===== config.mk =====
export PLATFORM = sky130hd
export DESIGN_NAME = exception_vector_unit
export DESIGN_NICKNAME = d
export VERILOG_FILES = /design/src/rtl/exception_vector_unit.sv
export SDC_FILE = /design/constraint.sdc
export NUM_CORES = 1
export LEC_CHECK = 0
export BUFFER_PORTS_ARGS = -buffer_cell sky130_fd_sc_hd__buf_2
export CORE_AREA = 2 2 87 89
export CTS_BUF_LIST = sky130_fd_sc_hd__clkbuf_8
export DETAILED_ROUTE_END_ITERATION = 7
export DIE_AREA = 0 0 89 91
export PLACE_DENSITY = 0.79
export SETUP_SLACK_MARGIN = 0.4
export SYNTH_ARGS = -nofsm -noshare
export SYNTH_HDL_FRONTEND = slang
export SYNTH_SLANG_ARGS = --single-unit

===== constraint.sdc =====
create_clock -name clk -period 2 [get_ports clk]
set_input_delay 0.3 -clock clk [delete_from_list [all_inputs] [get_ports clk]]
set_output_delay 0.3 -clock clk [all_outputs]
set_load 0.05 [all_outputs]

===== src/rtl/exception_vector_unit.sv =====
// Exception vector unit: latches exception cause and EPC, drives the vector address,
// sequences the handler-byte memory read and returns the byte as the new PC target.
module exception_vector_unit #(
  parameter logic [31:0] VEC_OPCODE   = 32'd253,
  parameter logic [31:0] VEC_OVERFLOW = 32'd254,
  parameter logic [31:0] VEC_DIV0     = 32'd255,
  parameter int unsigned MEM_LATENCY  = 1
) (
  input  logic        clk,
  input  logic        reset,
  input  logic        exc_opcode,
  input  logic        exc_overflow,
  input  logic        exc_div0,
  input  logic [31:0] pc_in,
  input  logic [31:0] mem_data_in,
  output logic [31:0] exc_addr,
  output logic [31:0] epc_out,
  output logic [1:0]  exc_cause,
  output logic        exc_busy,
  output logic        mem_req,
  output logic [31:0] pc_target,
  output logic        pc_target_valid
);

  typedef enum logic [2:0] {
    S_IDLE,
    S_REQ,
    S_WAIT,
    S_LOAD,
    S_DONE
  } state_t;

  localparam logic [3:0] LAT_M1 = 4'(MEM_LATENCY - 1);

  state_t     state, state_next;
  logic [3:0] lat_cnt;
  logic       any_flag;

  assign any_flag = exc_opcode | exc_overflow | exc_div0;

  always_comb begin
    state_next      = state;
    mem_req         = 1'b0;
    exc_busy        = 1'b0;
    pc_target_valid = 1'b0;
    case (state)
      S_IDLE: if (any_flag) state_next = S_REQ;
      S_REQ: begin
        mem_req    = 1'b1;
        exc_busy   = 1'b1;
        state_next = S_WAIT;
      end
      S_WAIT: begin
        mem_req  = 1'b1;
        exc_busy = 1'b1;
        if (lat_cnt == '0) state_next = S_LOAD;
      end
      S_LOAD: begin
        exc_busy   = 1'b1;
        state_next = S_DONE;
      end
      S_DONE: begin
        pc_target_valid = 1'b1;
        state_next      = S_IDLE;
      end
      default: state_next = S_IDLE;
    endcase
  end

  always_ff @(posedge clk) begin
    if (reset) begin
      state     <= S_IDLE;
      exc_addr  <= '0;
      epc_out   <= '0;
      exc_cause <= '0;
      pc_target <= '0;
      lat_cnt   <= '0;
    end else begin
      state <= state_next;
      case (state)
        S_IDLE: begin
          if (any_flag) begin
            epc_out <= pc_in - 32'd4;
            // Fixed priority: opcode over overflow over div0.
            if (exc_opcode) begin
              exc_cause <= 2'b01;
              exc_addr  <= VEC_OPCODE;
            end else if (exc_overflow) begin
              exc_cause <= 2'b10;
              exc_addr  <= VEC_OVERFLOW;
            end else begin
              exc_cause <= 2'b11;
              exc_addr  <= VEC_DIV0;
            end
          end
        end
        S_REQ:  lat_cnt <= LAT_M1;
        S_WAIT: if (lat_cnt != '0) lat_cnt <= lat_cnt - 4'd1;
        S_LOAD: pc_target <= {24'b0, mem_data_in[7:0]};
        default: ;
      endcase
    end
  end

endmodule


==> results of run 1 <==
## final timing paths
check	startpoint	slack (ps)	to	depth (start not counted)
setup / recovery	pc_in[10]	160	epc_out[31]$_SDFFE_PP0P_	5
hold / removal	exc_overflow	200	exc_cause[0]$_SDFFE_PP0P_	2
setup reg to reg	lat_cnt[0]$_SDFFE_PP0P_	410	lat_cnt[2]$_SDFFE_PP0P_	6
hold reg to reg	epc_out[0]$_SDFFE_PP0P_	460	epc_out[0]$_SDFFE_PP0P_	2
## Yosys cell counts (3+ instances only)
library cell	number
dfxtp_1	50
clkbuf_1	18
buf_4	55
nand3_1	5
nor2_1	51
a311oi_1	18
inv_1	8
xor2_1	3
ha_1	3
a211oi_1	16
xnor2_1	8
o21ai_0	7
nor4_1	8
a21oi_1	6
or3_1	8
o31ai_1	12
nor3_1	6
nand2_1	7
nand4_1	5
mux2i_1	8
or4_1	15
## stage by stage
step                instance area [um2]  setup slack (ps)  std cells  power, mW  TNS [ps]
finish                             4120               157        568       3.54         0
global route                       4120              97.1        568       3.71         0
floorplan                          3150             -62.7        383       2.44     -62.7
CTS                                3870               142        560       3.46         0
detailed placement                 3520              -251        536       2.66      -807
global placement                   3520              -220        536       2.64      -357
## power by group
part	total (mW)	internal [mW]	switching, mW
logic	1.58	0.424	1.16
clock network	0.747	0.382	0.365
registers	1.22	1.13	0.0834
## flip-flops by register name, summed over array words and instances, names as in the netlist
register	flops
epc_out	32
lat_cnt	4
exc_cause	1
exc_addr	2
state	3
pc_target	8
## cell families after synthesis
kind of cell | count (synthesis) | synth area share, %
fa+ha+maj | 3 | 1.34
flops | 50 | 35.7
simple gates | 117 | 21.5
buf+inv | 84 | 18.7
compound gates | 62 | 16.3
xor+xnor | 11 | 3.44
other cells | 1 | 0.134
mux | 8 | 2.86
## cell usage in the layout (no fill, tap or decap), drive strengths merged, types with 5 or more instances in the layout
cell | Yosys | layout
a211oi | 16 | 16
a21oi | 6 | 6
a311oi | 18 | 18
buf | 57 | 153
clkbuf | 19 | 6
conb | 1 | 48
dfxtp | 50 | 50
inv | 8 | 10
mux2i | 8 | 8
nand2 | 7 | 7
nand3 | 5 | 5
nand4 | 5 | 5
nor2 | 51 | 51
nor3 | 6 | 6
nor4 | 8 | 8
o21ai | 7 | 7
o31ai | 12 | 12
or3 | 8 | 8
or4 | 15 | 15
xnor2 | 8 | 8
## layer usage
metal	track usage, %	wire [um]
met1	20.6	3050
met2	31.0	4110
met3	3.73	413
met4	6.84	244
met5	0	0
## area by class of cell
cell class	instances	area share (%)
clock buffers	5	1.67
clock inverters	3	1.15
inverters	8	1.15
multi-input cells	249	43.4
flip-flops and latches	50	24.5
well taps	99	3.00
repair buffers	154	25.1
## what timing repair did
action,in CTS,in global routing
setup buffers,16,8
resized for setup,31,38
setup endpoints to repair,23,30
pin swaps,15,27
==> results.yml, run 1 <==
global_routing:
  antenna_found_initial: 0
  overflow: 0
  grt_pass1_vias: 2576
  grt_max_degree: 43
  groute.usage.overall_pct: 17.7
  grt_pass1_wl_mm: 11.6
logic_synthesis:
  synth_warnings: 0
  yosysTopAreaCell: "dfxtp_1"
  syn-cell-area_um2: 2800
  synthFlopType: "dfxtp_1"
  ys_seq_elements: 50
  synth_cell_types: 34
  synthTopCellsByArea: "dfxtp_1, buf_4, nor2_1, a311oi_1, a211oi_1"
  ys_seq_area_share_pct: 35.7
  syn_inst: 336
  synth_area_per_cell_um2: 8.34
  synth_edf_count: 0
  synth_top_area_share_pct: 35.7
  synthArstFlopShare_pct: 0
cells_and_area:
  drive_gt1_share_pct: 46.3
  multi_input_area_um2: 1790
  syn2layout_area_growth_pct: 47.1
  fin_nets: 540
  num_antenna_cells: 0
  seq_area_um2: 1010
  fillers: 638
  final_core_util_pct: 57.8
cts:
  cts_root_buf: "clkbuf_8"
  cts_buffers: 5
  cts_max_level: 2
  numClockSinks: 50
  cts_tree: "built"
  clk_latency_ps: 310
  clockBufferDepth: 2
  cts.clk_slew.worst_paths_ps: 110
  cts_hold_buf: 0
setup_path:
  cp_common_cell: "or4_4"
  crit_arrival_ps: 2060
  start_kind: "primary input"
  crit_buf_inv: 1
  crit_chain: "buf_6, or4_4, or4_4, or4_1, a311oi_1"
  crit_slowest_cell: "or4_4"
  crit_family: "simple AND/OR/NAND/NOR gates"
  cp-end-kind: "register"
  required_ps: 2220
  critPathMaxFanout: 2
  slowest_delay_ps: 530
  path_class: "in2reg"
sta:
  rsz0062_at_grt: "yes"
  slew_headroom_pct: 64.7
  timing.hold.ws_ps: 204
  skew_ps: 15.3
  worst_pin_slew_ps: 528
  max_freq_mhz: 542
  min_period_ps: 1840
  setup_viol: 0
  finalCritPeriodShare_pct: 92.2
  maxSlewViolCount: 0
  finalHoldViolCount: 0
job:
  cap_viol_max_count: 0
detailed_routing:
  wl_mm: 7.82
  dr.first_iter.drc_count: 46
  firstDrtPassIters: 4
  vias_per_cell: 4.95
  drc: 0
  post_drt_wl_per_cell_um: 13.8
  via_count: 2813
  ant_nets: 0
die:
  dieWidth_um: 89
  core-area_um2: 7140
  die_h_um: 91
  dieArea_um2: 8100
  num_rows: 31
  initial_core_util_pct: 39.3
  io_pins: 170
place:
  hpwl_mm: 5.49
  place_congestion: 0.897
  numPortBuffers: 97
min_path:
  hp-class: "in2reg"
power:
  power.leakage_nw: 1.86
  vdd_drop_max_v: 0.000450
  power.density_nw_per_um2: 860
status:
  status: "finished clean"
(Power assumes the default switching activity.)
==> run 2, diff against run 1 <==
--- a/config.mk
+++ b/config.mk
@@ -6,10 +6,12 @@
 export NUM_CORES = 1
 export LEC_CHECK = 0
 export BUFFER_PORTS_ARGS = -buffer_cell sky130_fd_sc_hd__buf_2
-export CORE_AREA = 2 2 87 89
+export CELL_PAD_IN_SITES_DETAIL_PLACEMENT = 1
+export CELL_PAD_IN_SITES_GLOBAL_PLACEMENT = 1
+export CORE_AREA = 2 2 104 106
 export CTS_BUF_LIST = sky130_fd_sc_hd__clkbuf_8
 export DETAILED_ROUTE_END_ITERATION = 7
-export DIE_AREA = 0 0 89 91
+export DIE_AREA = 0 0 106 108
 export PLACE_DENSITY = 0.79
 export SETUP_SLACK_MARGIN = 0.4
 export SYNTH_ARGS = -nofsm -noshare
==> run 2 against run 1 <==
Critical path depth unchanged; first-iteration DRC count up 87%; worst setup slack worse by 73 ps; sequential power is essentially flat; global-route usage fell by 1.7 points; register-to-register slack got worse by 30 ps; via count grew 6.6%; total power grew 3.4%; highest routed layer unchanged.
==> results.yml, run 2 (same netlist as run 1, synthesis figures left out) <==
cts:
  cts_tree: "built"
  cts.clk_slew.worst_paths_ps: 110
  cts_max_level: 2
  cts_buffers: 5
  clockBufferDepth: 2
  clk_latency_ps: 310
  cts_root_buf: "clkbuf_8"
  numClockSinks: 50
setup_path:
  slowest_delay_ps: 550
  rr_worst_depth: 4
  required_ps: 2230
  cp-end-kind: "register"
  critPathMaxFanout: 2
  crit_arrival_ps: 2140
  rrSetupSlack_ps: 380
  crit_slowest_cell: "or4_4"
  path_class: "in2reg"
  startpoint: "pc_in[10]"
  crit_chain: "buf_6, or4_4, or4_4, or4_4, a311oi_2"
  reg2reg_to: "lat_cnt[3]$_SDFFE_PP0P_"
  crit_end: "epc_out[31]$_SDFFE_PP0P_"
  start_kind: "primary input"
  timing.rr.start: "lat_cnt[0]$_SDFFE_PP0P_"
  cp_common_cell: "or4_4"
sta:
  finalHoldViolCount: 0
  slew_headroom_pct: 59.5
  worst_pin_slew_ps: 608
  max_freq_mhz: 522
  maxSlewViolCount: 0
  tns_ps: 0
  skew_ps: 7.31
  rsz0062_at_grt: "yes"
  setup_viol: 0
  min_period_ps: 1920
  fin_ws_ps: 83.1
  finalCritPeriodShare_pct: 95.8
global_routing:
  overflow: 0
  groute.usage.overall_pct: 16.0
  grt_max_degree: 37
  grt_pass1_vias: 2903
  antenna_found_initial: 1
  grt_pass1_wl_mm: 14.7
power:
  p_total_mw: 3.66
  vdd_drop_max_v: 0.000474
  power.leakage_nw: 2.03
  power.density_nw_per_um2: 814
detailed_routing:
  via_count: 3000
  wl_mm: 10.2
  drc: 0
  vias_per_cell: 4.76
  ant_nets: 0
  post_drt_wl_per_cell_um: 16.1
  firstDrtPassIters: 4
  dr.first_iter.drc_count: 86
job:
  cap_viol_max_count: 0
die:
  die_h_um: 108
  initial_core_util_pct: 27.4
  io_pins: 170
  num_rows: 37
  core-area_um2: 10200
  dieArea_um2: 11400
  dieWidth_um: 106
cells_and_area:
  final_area_um2: 4500
  num_antenna_cells: 0
  top_register: "epc_out"
  fin_nets: 565
  final_common_cell: "buf_2"
  largest_reg_flops: 32
  syn2layout_area_growth_pct: 60.7
  largest_registers: "epc_out (32), pc_target (8), lat_cnt (4)"
  fillers: 1222
  final_core_util_pct: 44.0
  final_cell_mix: "buf_2, buf_4, nor2_1"
  drive_gt1_share_pct: 52.6
place:
  place_congestion: 0.778
  place_area_um2: 3630
  post-place-ws_ps: -324
  hpwl_mm: 6.60
  numPortBuffers: 97
min_path:
  hp-class: "in2reg"
  hp-start: "exc_overflow"
status:
  status: "finished clean"
run 2: changes by cell type in the layout (fill, tap and decap cells not counted), moves of 3 or more:
cell,change
a311oi_1,-3
or4_4,+3
a311oi_2,+3
or4_1,-3
buf_4,+18
buf_6,+8
o31ai_2,+3
run 2: area by class of cell:
type,instances,area (um2),share of cell area [%]
inverter,8,47.5,1.06
multi-input combinational,250,1900,42.3
tap,136,170,3.78
clock buffer,5,68.8,1.53
timing repair buffer,178,1260,28.0
sequential,50,1010,22.5
clock inverter,3,43.8,0.972
run 2: per-stage QoR:
| step | hold WS (ps) | instances |
|---|---|---|
| CTS | 206 | 608 |
| global placement | 439 | 582 |
| finish | 224 | 630 |
| detailed placement | 457 | 582 |
| floorplan | 396 | 383 |
| global route | 210 | 630 |
run 2: routing by layer:
metal	vias up	GRT usage [%]	routed length, um	part of all wire [%]
li1	1429	-	-	-
met1	1466	18.3	3880	38
met2	94	30.9	5720	56
met3	11	2.83	454	4.5
met4	0	3.76	106	1.0
met5	-	0	0	0
run 2: worst min-delay path by stage:
stage | endpoint | slack (ps) | depth (start not counted)
final | exc_cause[0]$_SDFFE_PP0P_ | 220 | 2
after global routing | exc_cause[0]$_SDFFE_PP0P_ | 210 | 2
after CTS | exc_cause[0]$_SDFFE_PP0P_ | 210 | 2
after detailed placement | epc_out[1]$_SDFFE_PP0P_ | 460 | 2
after global placement | epc_out[0]$_SDFFE_PP0P_ | 440 | 2
after floorplan | epc_out[2]$_SDFFE_PP0P_ | 400 | 1
run 2: worst max-delay path, delay by kind of cell:
kind	cells	cell delay (ps)
simple gates	3	1500
buf+inv	1	100
compound gates	1	250
run 2: what timing repair did:
action	4_1_cts	5_1_grt
hold buffers	0	0
pin swaps	19	32
gates cloned	1	0
endpoints found under the setup margin	24	36
resized for setup	45	57
setup buffers	17	22
run 2: report_power, final:
| part | internal, mW | total (mW) | switching (mW) |
|---|---|---|---|
| Combinational | 0.483 | 1.69 | 1.21 |
| Clock | 0.376 | 0.748 | 0.372 |
| Sequential | 1.13 | 1.22 | 0.0881 |
| Total | 1.99 | 3.66 | 1.67 |
